<file path="src/rtl/clk_meas_gate_cnt.sv">
// Gated cycle counter on the clk_meas side of the frequency meter: synchronises the gate,
// counts cycles while it is high and captures the count on gate fall. Optional macro: CLK_MEAS_SAT_EN.
module clk_meas_gate_cnt #(
  parameter int unsigned CNT_W       = 32,
  parameter int unsigned SYNC_STAGES = 2
) (
  input  logic             clk_meas,
  input  logic             rst,
  input  logic             gate,
  input  logic             result_ack,
  output logic             busy,
  output logic [CNT_W-1:0] result,
  output logic             result_valid,
  output logic             result_ovf,
  output logic             result_lost,
  output logic             result_tgl
);

  localparam logic [CNT_W-1:0] CNT_ONE = CNT_W'(1);
  localparam logic [CNT_W-1:0] MIN_WIN = CNT_W'(SYNC_STAGES + 1);

  logic [SYNC_STAGES-1:0] sync_q;
  logic                   g_s;
  logic                   g_d;
  logic [CNT_W-1:0]       cnt;
  logic                   ovf;
  logic                   rise;
  logic                   hold;
  logic                   fall;
  logic                   capture;

  assign g_s  = sync_q[SYNC_STAGES-1];
  assign busy = g_s;

  always_ff @(posedge clk_meas or posedge rst) begin
    if (rst) begin
      sync_q <= '0;
      g_d    <= 1'b0;
    end else begin
      sync_q <= {sync_q[SYNC_STAGES-2:0], gate};
      g_d    <= g_s;
    end
  end

  // Windows shorter than the minimum gate high time are discarded rather than captured.
  always_comb begin
    rise    = g_s & ~g_d;
    hold    = g_s & g_d;
    fall    = ~g_s & g_d;
    capture = fall & ((cnt >= MIN_WIN) | ovf);
  end

  always_ff @(posedge clk_meas or posedge rst) begin
    if (rst) begin
      cnt <= '0;
      ovf <= 1'b0;
    end else if (rise) begin
      cnt <= CNT_ONE;
      ovf <= 1'b0;
    end else if (hold) begin
      if (cnt == '1) begin
        ovf <= 1'b1;
`ifdef CLK_MEAS_SAT_EN
        cnt <= cnt;
`else
        cnt <= '0;
`endif
      end else begin
        cnt <= cnt + CNT_ONE;
      end
    end
  end

  always_ff @(posedge clk_meas or posedge rst) begin
    if (rst) begin
      result       <= '0;
      result_valid <= 1'b0;
      result_ovf   <= 1'b0;
      result_lost  <= 1'b0;
      result_tgl   <= 1'b0;
    end else if (capture) begin
      result       <= cnt;
      result_ovf   <= ovf;
      result_valid <= 1'b1;
      result_tgl   <= ~result_tgl;
      // An ack landing with the capture consumes the old result, so nothing is lost.
      if (result_valid && !result_ack)
        result_lost <= 1'b1;
    end else if (result_ack && result_valid) begin
      result_valid <= 1'b0;
      result_lost  <= 1'b0;
    end
  end

endmodule

</file>
<file path="config.mk">
export PLATFORM = sky130hd
export DESIGN_NAME = clk_meas_gate_cnt
export DESIGN_NICKNAME = d
export VERILOG_FILES = /design/src/rtl/clk_meas_gate_cnt.sv
export SDC_FILE = /design/constraint.sdc
export NUM_CORES = 1
export LEC_CHECK = 0
export ABC_AREA = 1
export CAP_MARGIN = 20
export CORE_MARGIN = 2
export CORE_UTILIZATION = 50
export CTS_CLUSTER_SIZE = 14
export DETAILED_ROUTE_END_ITERATION = 8
export PLACE_DENSITY = 0.79
export SYNTH_ARGS = -nofsm -noshare
export SYNTH_HDL_FRONTEND = slang
export SYNTH_SLANG_ARGS = --single-unit
</file>
<file path="constraint.sdc">
create_clock -name clk_meas -period 3.2 [get_ports clk_meas]
set_input_delay 0.96 -clock clk_meas [delete_from_list [all_inputs] [get_ports clk_meas]]
set_output_delay 0.96 -clock clk_meas [all_outputs]
set_load 0.1 [all_outputs]
</file>
Word-level counts from Yosys, hierarchy flattened
Cells that the tools add are included.
{"block": "totals", "regBits": 72, "output_inout_bits": 37, "wordCells": 39}
{"block": "classes", "add_sub_neg": 1, "order_cmp": 1, "eq_ne": 2, "muxes": 10, "bitwise": 8, "reduce_logical": 8}
{"operator": "$mux W32", "n": 3}
{"operator": "$add A32 B1 Y32 const B", "n": 1}
{"operator": "$eq A32 B32 Y1 const B", "n": 1}
{"operator": "$ge A32 B2 Y1 const B", "n": 1}
{"operator": "$mux W1", "n": 7}
{"operator": "$reduce_bool A2 Y1", "n": 3}
{"operator": "$and A1 B1 Y1", "n": 4}
{"operator": "$reduce_and A2 Y1", "n": 2}
{"operator": "$not A1 Y1", "n": 3}
{"operator": "$logic_and A1 B1 Y1", "n": 2}
{"operator": "$ne A2 B1 Y1 const B", "n": 1}
{"operator": "$logic_not A1 Y1", "n": 1}
{"operator": "$or A1 B1 Y1", "n": 1}

Longest topological paths before layout
Gate-level depths: netlist of the first run.
{"block": "logic_depth", "depth_word": 5, "mapped_depth": 11}

Worst setup path after synthesis of the first run
OpenSTA, ideal clock, no wires.
{"block": "synth_path", "path_type": "reg2reg", "from": "register sync_q[1]", "to": "register cnt[4]", "setup_ns": 0.086, "arrival_ns": 1.967, "slack_ns": 1.147, "path_stages_with_launch": 7, "n_path_buf": 2, "period_less_slack_ns": 2.053, "path_cell_list": "dfrtp_1 > buf_4 > inv_1 > buf_2 > nor3_1 > a21oi_1 > nor3_1"}
{"block": "synth_via", "elab_chain_cells": 2, "word_cells_on_any_way": 4, "cone_classes": "1 x mux; 2 x bitwise; 1 x reduce/logical"}
{"item": "start: declaration", "line_no": "22", "text": "logic [SYNC_STAGES-1:0] sync_q;"}
{"item": "start signal: assignment", "line_no": "40", "text": "sync_q <= {sync_q[SYNC_STAGES-2:0], gate};"}
{"item": "$and A1 B1 Y1 (on tied branches)", "line_no": "47, 48"}
{"item": "$mux W32 / $reduce_bool A2 Y1 (equally long branches)"}
{"item": "end signal: assignment", "line_no": "69", "text": "cnt <= cnt + CNT_ONE;"}
{"item": "end: declaration", "line_no": "25", "text": "logic [CNT_W-1:0] cnt;"}
Parallel ways exist; a longest one is shown, timed or not.
A chain may end at the register's enable or synchronous reset.

Worst setup path in the final report of the first run
{"block": "layout_path", "from": "register sync_q[1]", "to": "output busy"}
{"item": "end: declaration", "line_no": "11", "text": "output logic busy,"}
No word-level cell between the ends.

==> results of run 1 <==
-- registers in the layout, indices dropped and copies added (netlist names) --
name	flops
cnt	32
result_ovf	1
g_d	1
result	32
ovf	1
sync_q	2
result_tgl	1
result_lost	1
result_valid	1
-- power by group --
group / switching, uW / total [uW] / internal [uW]
sequential: 44.0 / 1020 / 974
clock: 334 / 714 / 380
combinational: 483 / 607 / 124
-- worst register-to-register path, delay by kind of cell, from the launching register on --
family	cells	cell delay [ns]
adder cells (fa/ha/maj)	1	0.24
flip-flops	1	0.41
buffers and inverters	2	0.37
AO/OA/AOI/OAI	2	0.62
AND/OR/NAND/NOR	4	0.37
-- cells by family after synthesis --
group / count (synthesis) / synth area share, %
xor+xnor: 10 / 2.43
compound gates: 56 / 8.03
simple gates: 246 / 30.4
fa+ha+maj: 1 / 0.348
flops: 72 / 50.1
buf+inv: 72 / 8.72
-- worst paths after layout --
| kind | from | end | slack (ns) | cells after the start |
|---|---|---|---|---|
| max in group asynchronous | rst | g_d$_DFF_PP0_ | 1.90 | 3 |
| min in group asynchronous | rst | result_tgl$_DFFE_PP0P_ | 1.00 | 3 |
| setup reg to reg | cnt[0]$_DFFE_PP0P_ | result[25]$_DFFE_PP0P_ | 1.12 | 9 |
| hold reg to reg | sync_q[0]$_DFF_PP0_ | sync_q[1]$_DFF_PP0_ | 0.36 | 0 |
| hold / removal | sync_q[0]$_DFF_PP0_ | sync_q[1]$_DFF_PP0_ | 0.36 | 0 |
| setup / recovery | sync_q[1]$_DFF_PP0_ | busy | 0.77 | 2 |
-- cell type report --
| class | count | area [sq um] | area share, % |
|---|---|---|---|
| inverters | 60 | 226 | 5.40 |
| repair buffers | 43 | 355 | 8.48 |
| clock buffers | 11 | 141 | 3.37 |
| flip-flops and latches | 72 | 1800 | 43.0 |
| clock inverters | 5 | 56.3 | 1.34 |
| multi-input cells | 313 | 1490 | 35.6 |
| well taps | 96 | 120 | 2.86 |
-- layout by cell type (no fill, tap or decap), drive strengths merged --
cell	Yosys	final
a21oi	7	7
a31oi	1	1
and2	1	1
buf	8	40
bufinv	0	1
clkbuf	4	11
clkdlybuf4s50	0	3
clkinv	1	4
clkinvlp	0	1
dfrtp	72	72
ha	1	1
inv	59	59
nand2	124	124
nand3	17	17
nand3b	1	1
nand4	12	12
nor2	72	72
nor3	19	19
o21ai	46	46
o21bai	1	1
o22ai	1	1
xor2	10	10
-- metrics by stage --
stage | worst slack [ns] | std cells | hold slack, ns
final | 0.774 | 600 | 0.359
after global routing | 0.702 | 600 | 0.364
after CTS | 0.767 | 600 | 0.360
after detailed placement | 1.11 | 584 | 0.344
after global placement | 1.17 | 584 | 0.341
after floorplan | 0.415 | 457 | 0.331
-- routing by layer --
| layer | global-route usage [%] | vias up | part of all wire, % |
|---|---|---|---|
| met5 | 0 | - | 0 |
| met4 | 6.75 | 0 | 1.0 |
| met3 | 4.76 | 9 | 4.4 |
| met2 | 33.9 | 75 | 48 |
| met1 | 29.8 | 1444 | 47 |
| li1 | - | 1530 | - |
==> flow_summary.yaml, run 1 <==
clock_tree:
  cts_tree: "yes"
  htree_levels: 3
  cts-buffers-inserted: 9
  cts_setup_buffers: 0
  clock_latency_ns: 0.35
  clock_sinks: 72
  cts_hold_buf: 0
  clockBufferDepth: 2
  cts.repair.resized: 0
  clk_pin_slew_ns: 0.07
  root_buffer: "clkbuf_8"
setup_path:
  slowest_stage: "dfrtp_1"
  cpLargestDelayFamily: "buffers and inverters"
  end_kind: "output port"
  start_kind: "flop"
  path_buf_inv: 2
  cp_cell_sequence: "buf_4 > buf_4"
  slowest_delay_ns: 0.53
  crit_fanout: 12
  arrival_ns: 1.47
  cpMostUsedCell: "buf_4"
  crit_type: "reg2out"
  required_ns: 2.24
synthesis:
  yosysTopAreaCell: "dfrtp_1"
  synth_seq_cells: 72
  ys_types: 31
  avgSynthCellArea_sq_um: 7.88
  synthTopCellsByCount: "120 x nand2_1, 72 x dfrtp_1, 56 x inv_1, 54 x nor2_1, 43 x o21ai_0"
  synth_top_area_share_pct: 50.1
  netlist_area_sq_mm: 0.00360
  synth_edf_count: 0
  synth_flop_cell: "dfrtp_1"
  synth_area_leaders: "dfrtp_1 50%, nand2_1 13%, o21ai_0 6.0%, inv_1 5.8%, nor2_1 5.6%"
  async_flop_share_pct: 100
  synth_cells: 457
  synth.yosys.warnings: 0
  syn_nets: 462
  ys_seq_area_share_pct: 50.1
  synth_most_common_cell: "nand2_1"
detailed_routing:
  num_vias: 3058
  viasPerCell: 5.10
  remaining_drc_errors: 0
  finalWirelength_mm: 7.87
  ant_nets: 0
  drt_iter0_markers: 221
  drtPass1Iterations: 5
  wl_per_cell_um: 13.1
floorplan:
  die_w_um: 88.9
  die_h_um: 88.9
  dieArea_sq_mm: 0.00789
  rows: 30
  core_sq_mm: 0.00687
  start_util_pct: 52.4
  io_pins: 41
sta:
  hold_viol: 0
  worst_pin_slew_ns: 0.643
  period_share_pct: 75.8
  drv_slew: 0
  fin_crit_ns: 2.43
  clock_skew_ns: 0.00916
  setup_violations: 0
  tns_ns: 0
  rsz0062_at_grt: "no"
  fmax_ghz: 0.412
  max-slew-margin-rel_pct: 57.0
run:
  cap_viol_max_count: 0
cells_and_area:
  fillerInstances: 644
  num_antenna_cells: 0
  drive_gt1_share_pct: 17.3
  area.growth.synth_to_final_pct: 16.5
  design_area_sq_mm: 0.00419
  nets: 504
  fin_util_pct: 61.0
power:
  power.total_uw: 2340
  p_leak_uw: 0.00192
  ir_drop_mv: 0.589
  powerDensity_mw_per_mm2: 558
place:
  gp_congestion: 0.944
  portBuffers: 40
  placed_area_sq_mm: 0.00400
  post-dp-hpwl_mm: 5.57
global_route:
  antenna_found_initial: 0
  grt_pass1_vias: 2759
  grt_use_total_pct: 21.5
  overflow: 0
  grt_pass1_wl_mm: 12.9
  grt_max_degree: 73
hold_path:
  hold_class: "reg2reg"
outcome:
  status: "complete, no violations"
Power figures use the tool's default switching activity.
==> inputs of run 2 (changes only) <==
clock period = 2.5 ns   (was 3.2 ns; I/O delays follow)
==> flow_summary.yaml, run 2 (synthesis gave the netlist of run 1 again) <==
clock_tree:
  clock_latency_ns: 0.35
  cts_hold_buf: 0
  root_buffer: "clkbuf_8"
  cts.repair.resized: 0
  clk_pin_slew_ns: 0.07
  cts-buffers-inserted: 9
  htree_levels: 3
  clock_sinks: 72
  cts_tree: "yes"
  cts_setup_buffers: 0
  clockBufferDepth: 2
sta:
  fmax_ghz: 0.514
  whs_ns: 0.360
  max-slew-margin-rel_pct: 71.1
  worst_pin_slew_ns: 0.433
  clock_skew_ns: 0.00797
  fin_crit_ns: 1.95
  period_share_pct: 77.9
  rsz0062_at_grt: "no"
  hold_viol: 0
  layout_setup_ws_ns: 0.553
  drv_slew: 0
  tns_ns: 0
  setup_violations: 0
floorplan:
  rows: 30
  die_h_um: 88.9
  core_sq_mm: 0.00687
  start_util_pct: 52.4
  dieArea_sq_mm: 0.00789
  io_pins: 41
  die_w_um: 88.9
cells_and_area:
  final_cell_mix: "120 x nand2_1, 72 x dfrtp_1, 55 x inv_1"
  fin_util_pct: 61.1
  nets: 505
  num_antenna_cells: 0
  final_common_cell: "nand2_1"
  drive_gt1_share_pct: 17.5
  area.growth.synth_to_final_pct: 16.6
  top_regs: "cnt (32), result (32), sync_q (2)"
detailed_routing:
  drtPass1Iterations: 4
  remaining_drc_errors: 0
  wl_per_cell_um: 13.1
  num_vias: 3061
  drt_iter0_markers: 235
  finalWirelength_mm: 7.86
  ant_nets: 0
  viasPerCell: 5.10
run:
  cap_viol_max_count: 0
place:
  post-dp-hpwl_mm: 5.74
  place_ws_ns: 0.559
  portBuffers: 40
  gp_congestion: 0.904
outcome:
  status: "complete, no violations"
global_route:
  overflow: 0
  grt_max_degree: 73
  grt_pass1_wl_mm: 13.8
  grt_use_total_pct: 22.7
  grt_pass1_vias: 2902
  antenna_found_initial: 0
setup_path:
  arrival_ns: 2.20
  crit_fanout: 20
  cp_cell_sequence: "ha_1 > nand2_1 > nor2_1 > nand2_2 > nor2_2 > nand3_2 > nand2_2 > nand2_4 > clkinv_2 > nor3_1"
  end_kind: "flop"
  crit_type: "reg2reg"
  slowest_delay_ns: 0.40
  cpMostUsedCell: "nand2_2"
  required_ns: 2.75
  start_kind: "flop"
  slowest_stage: "dfrtp_1"
power:
  powerDensity_mw_per_mm2: 705
  power.total_uw: 2960
  p_leak_uw: 0.00191
  ir_drop_mv: 0.825
hold_path:
  hold_class: "reg2reg"
-- run 2: worst paths after layout --
check / start / end / slack (ns) / depth (start not counted)
max: cnt[0]$_DFFE_PP0P_ / cnt[12]$_DFFE_PP0P_ / 0.55 / 10
min: sync_q[0]$_DFF_PP0_ / sync_q[1]$_DFF_PP0_ / 0.36 / 0
max reg2reg: cnt[0]$_DFFE_PP0P_ / cnt[12]$_DFFE_PP0P_ / 0.55 / 10
min reg2reg: sync_q[0]$_DFF_PP0_ / sync_q[1]$_DFF_PP0_ / 0.36 / 0
max in group asynchronous: rst / cnt[24]$_DFFE_PP0P_ / 1.34 / 3
min in group asynchronous: rst / result_tgl$_DFFE_PP0P_ / 0.81 / 3
-- run 2: stage by stage --
step	std cells	cell area, sq um
after floorplan	457	3600
after global placement	585	4010
final	600	4200
after global routing	600	4200
after detailed placement	585	4010
after CTS	600	4200
-- run 2: where the power goes --
| part | internal [uW] | switching [uW] | total, uW |
|---|---|---|---|
| Combinational | 158 | 623 | 781 |
| Clock | 462 | 416 | 877 |
| Sequential | 1250 | 55.2 | 1300 |
| Total | 1870 | 1090 | 2960 |
-- run 2: cell type report --
cell class | count | area (sq um)
Sequential cell | 72 | 1800
Clock buffer | 13 | 179
Tap cell | 96 | 120
Clock inverter | 2 | 12.5
Fill cell | 627 | 2670
Inverter | 60 | 230
Multi-Input combinational cell | 313 | 1490
Timing Repair Buffer | 44 | 363
-- run 2: routing by layer --
metal	GRT usage [%]	wire length, um
met4	5.79	102
met5	0	0
met2	36.8	3780
met1	31.5	3620
met3	4.48	357
-- run 2: critical path: cells and delay by family, from the launching register on --
kind / cells / cell delay [ns]
adder cells (fa/ha/maj): 1 / 0.24
buffers and inverters: 1 / 0.31
flip-flops: 1 / 0.40
AND/OR/NAND/NOR: 8 / 0.88
==> inputs of run 3 (changes only) <==
PLACE_DENSITY = 0.82   (was 0.79)
clock period = 1.6 ns   (was 2.5 ns; I/O delays follow)
==> flow_summary.yaml, run 3 (synthesis gave the netlist of run 1 again) <==
sta:
  worst_pin_slew_ns: 0.327
  drv_slew: 0
  max-slew-margin-rel_pct: 78.0
  rsz0062_at_grt: "yes"
  whs_ns: 0.363
  hold_viol: 0
  setup_violations: 68
  fmax_ghz: 0.516
  layout_setup_ws_ns: -0.338
  fin_crit_ns: 1.94
  clock_skew_ns: 0.0130
  period_share_pct: 121
setup_path:
  crit_type: "reg2reg"
  start_kind: "flop"
  crit_start: "cnt[0]$_DFFE_PP0P_"
  end_kind: "flop"
  required_ns: 1.83
  arrival_ns: 2.17
  r2r_start: "cnt[0]$_DFFE_PP0P_"
  crit_fanout: 4
cells_and_area:
  area.growth.synth_to_final_pct: 61.5
  top_regs: "cnt (32), result (32), sync_q (2)"
  nets: 563
  final_cell_mix: "86 x nand2_1, 67 x dfrtp_1, 48 x inv_1"
  fillerInstances: 329
  final_cells: 659
  drive_gt1_share_pct: 43.9
  multi_input_area_sq_mm: 0.00194
  num_antenna_cells: 0
  final_common_cell: "nand2_1"
  design_area_sq_mm: 0.00581
  seqCellArea_sq_mm: 0.00181
  fin_util_pct: 84.6
detailed_routing:
  viasPerCell: 5.93
  wl_per_cell_um: 19.8
  num_vias: 3910
  drt_iter0_markers: 472
  ant_nets: 0
  finalWirelength_mm: 13.1
  remaining_drc_errors: 0
  drtPass1Iterations: 5
clock_tree:
  root_buffer: "clkbuf_8"
  cts_hold_buf: 0
  clock_latency_ns: 0.37
  cts_tree: "yes"
  cts-buffers-inserted: 9
  htree_levels: 3
  clock_sinks: 72
  clockBufferDepth: 2
  clk_pin_slew_ns: 0.08
global_route:
  antenna_found_initial: 0
  grt_max_degree: 37
  grt_pass1_wl_mm: 16.2
  overflow: 0
  grt_pass1_vias: 3438
  grt_use_total_pct: 27.2
run:
  cap_viol_max_count: 0
power:
  p_int_uw: 3620
  ir_drop_mv: 1.12
  pwr-share-clk_pct: 29.6
  p_sw_uw: 2080
  swShare_pct: 36.5
  p_leak_uw: 0.00253
  combPwrFrac_pct: 33.4
  powerDensity_mw_per_mm2: 981
  seq_power_share_pct: 37.0
floorplan:
  rows: 30
  core_sq_mm: 0.00687
  start_util_pct: 52.4
  die_w_um: 88.9
  die_h_um: 88.9
  dieArea_sq_mm: 0.00789
  io_pins: 41
place:
  post-dp-hpwl_mm: 6.52
  gp_congestion: 0.944
  portBuffers: 40
  dpl.cell_count: 618
  placed_area_sq_mm: 0.00478
  place_ws_ns: -0.169
outcome:
  status: "finished with violations"
  failed_checks: "negative setup slack"
hold_path:
  hold_class: "reg2reg"
  hp-start: "sync_q[0]$_DFF_PP0_"
==> run 3: changes by cell type in the layout (fill, tap and decap cells not counted), moves of 10 or more <==
cell,change
o21ai_0,-34
nand2_2,+27
nor3_1,-10
o21ai_1,+17
nor2_4,+12
buf_12,+43
nor2_1,-20
nand2_1,-34
o21ai_2,+16
==> run 3: worst paths after layout <==
| path | endpoint | depth (start not counted) | slack [ns] |
|---|---|---|---|
| max | cnt[17]$_DFFE_PP0P_ | 10 | -0.34 |
| min | sync_q[1]$_DFF_PP0_ | 0 | 0.36 |
| max reg2reg | cnt[17]$_DFFE_PP0P_ | 10 | -0.34 |
| min reg2reg | sync_q[1]$_DFF_PP0_ | 0 | 0.36 |
| max in group asynchronous | cnt[16]$_DFFE_PP0P_ | 3 | 0.71 |
| min in group asynchronous | result[22]$_DFFE_PP0P_ | 3 | 0.56 |
==> run 3: power groups by stage <==
| stage | registers [uW] | logic, uW | clock network, uW |
|---|---|---|---|
| after global routing | 2120 | 1990 | 1760 |
| after CTS | 2080 | 1610 | 1670 |
| after floorplan | 2690 | 359 | 0 |
| after global placement | 2110 | 1500 | 0 |
| final | 2110 | 1900 | 1690 |
| after detailed placement | 2120 | 1520 | 0 |
==> run 3: final cells by class <==
cell class | instances | share of cell area (%)
Clock inverter | 5 | 1.36
Sequential cell | 72 | 31.2
Multi-Input combinational cell | 313 | 33.3
Tap cell | 96 | 2.07
Inverter | 60 | 4.16
Clock buffer | 11 | 2.60
Timing Repair Buffer | 102 | 25.4
==> run 3: through the flow <==
step	power, uW	setup TNS, ns
finish	5700	-15.80
global route	5870	-19.77
global placement	3610	-2.38
floorplan	3050	0
detailed placement	3640	-6.35
CTS	5370	-5.80
==> run 3: critical path: stages, from the launching register on <==
cell,delay (ns)
dfrtp_1,0.41
buf_4,0.14
buf_6,0.09
inv_2,0.04
nor2_1,0.10
buf_4,0.17
nand3_4,0.13
nor2_4,0.17
nand3_1,0.14
o21ai_0,0.30
nor2_1,0.12
==> run 3: what timing repair did <==
action	in CTS	in global routing
setup endpoints to repair	69	69
buffers inserted	8	13
cloned	2	6
gates resized for setup	22	143
pin swaps	7	34
hold endpoints to repair	0	0
==> run 3: layer usage <==
metal | track usage (%) | wire (um) | vias up
li1 | - | - | 1643
met1 | 34.6 | 4760 | 1860
met2 | 44.0 | 6220 | 306
met3 | 6.16 | 1220 | 101
met4 | 12.8 | 875 | 0
met5 | 0 | 0 | -
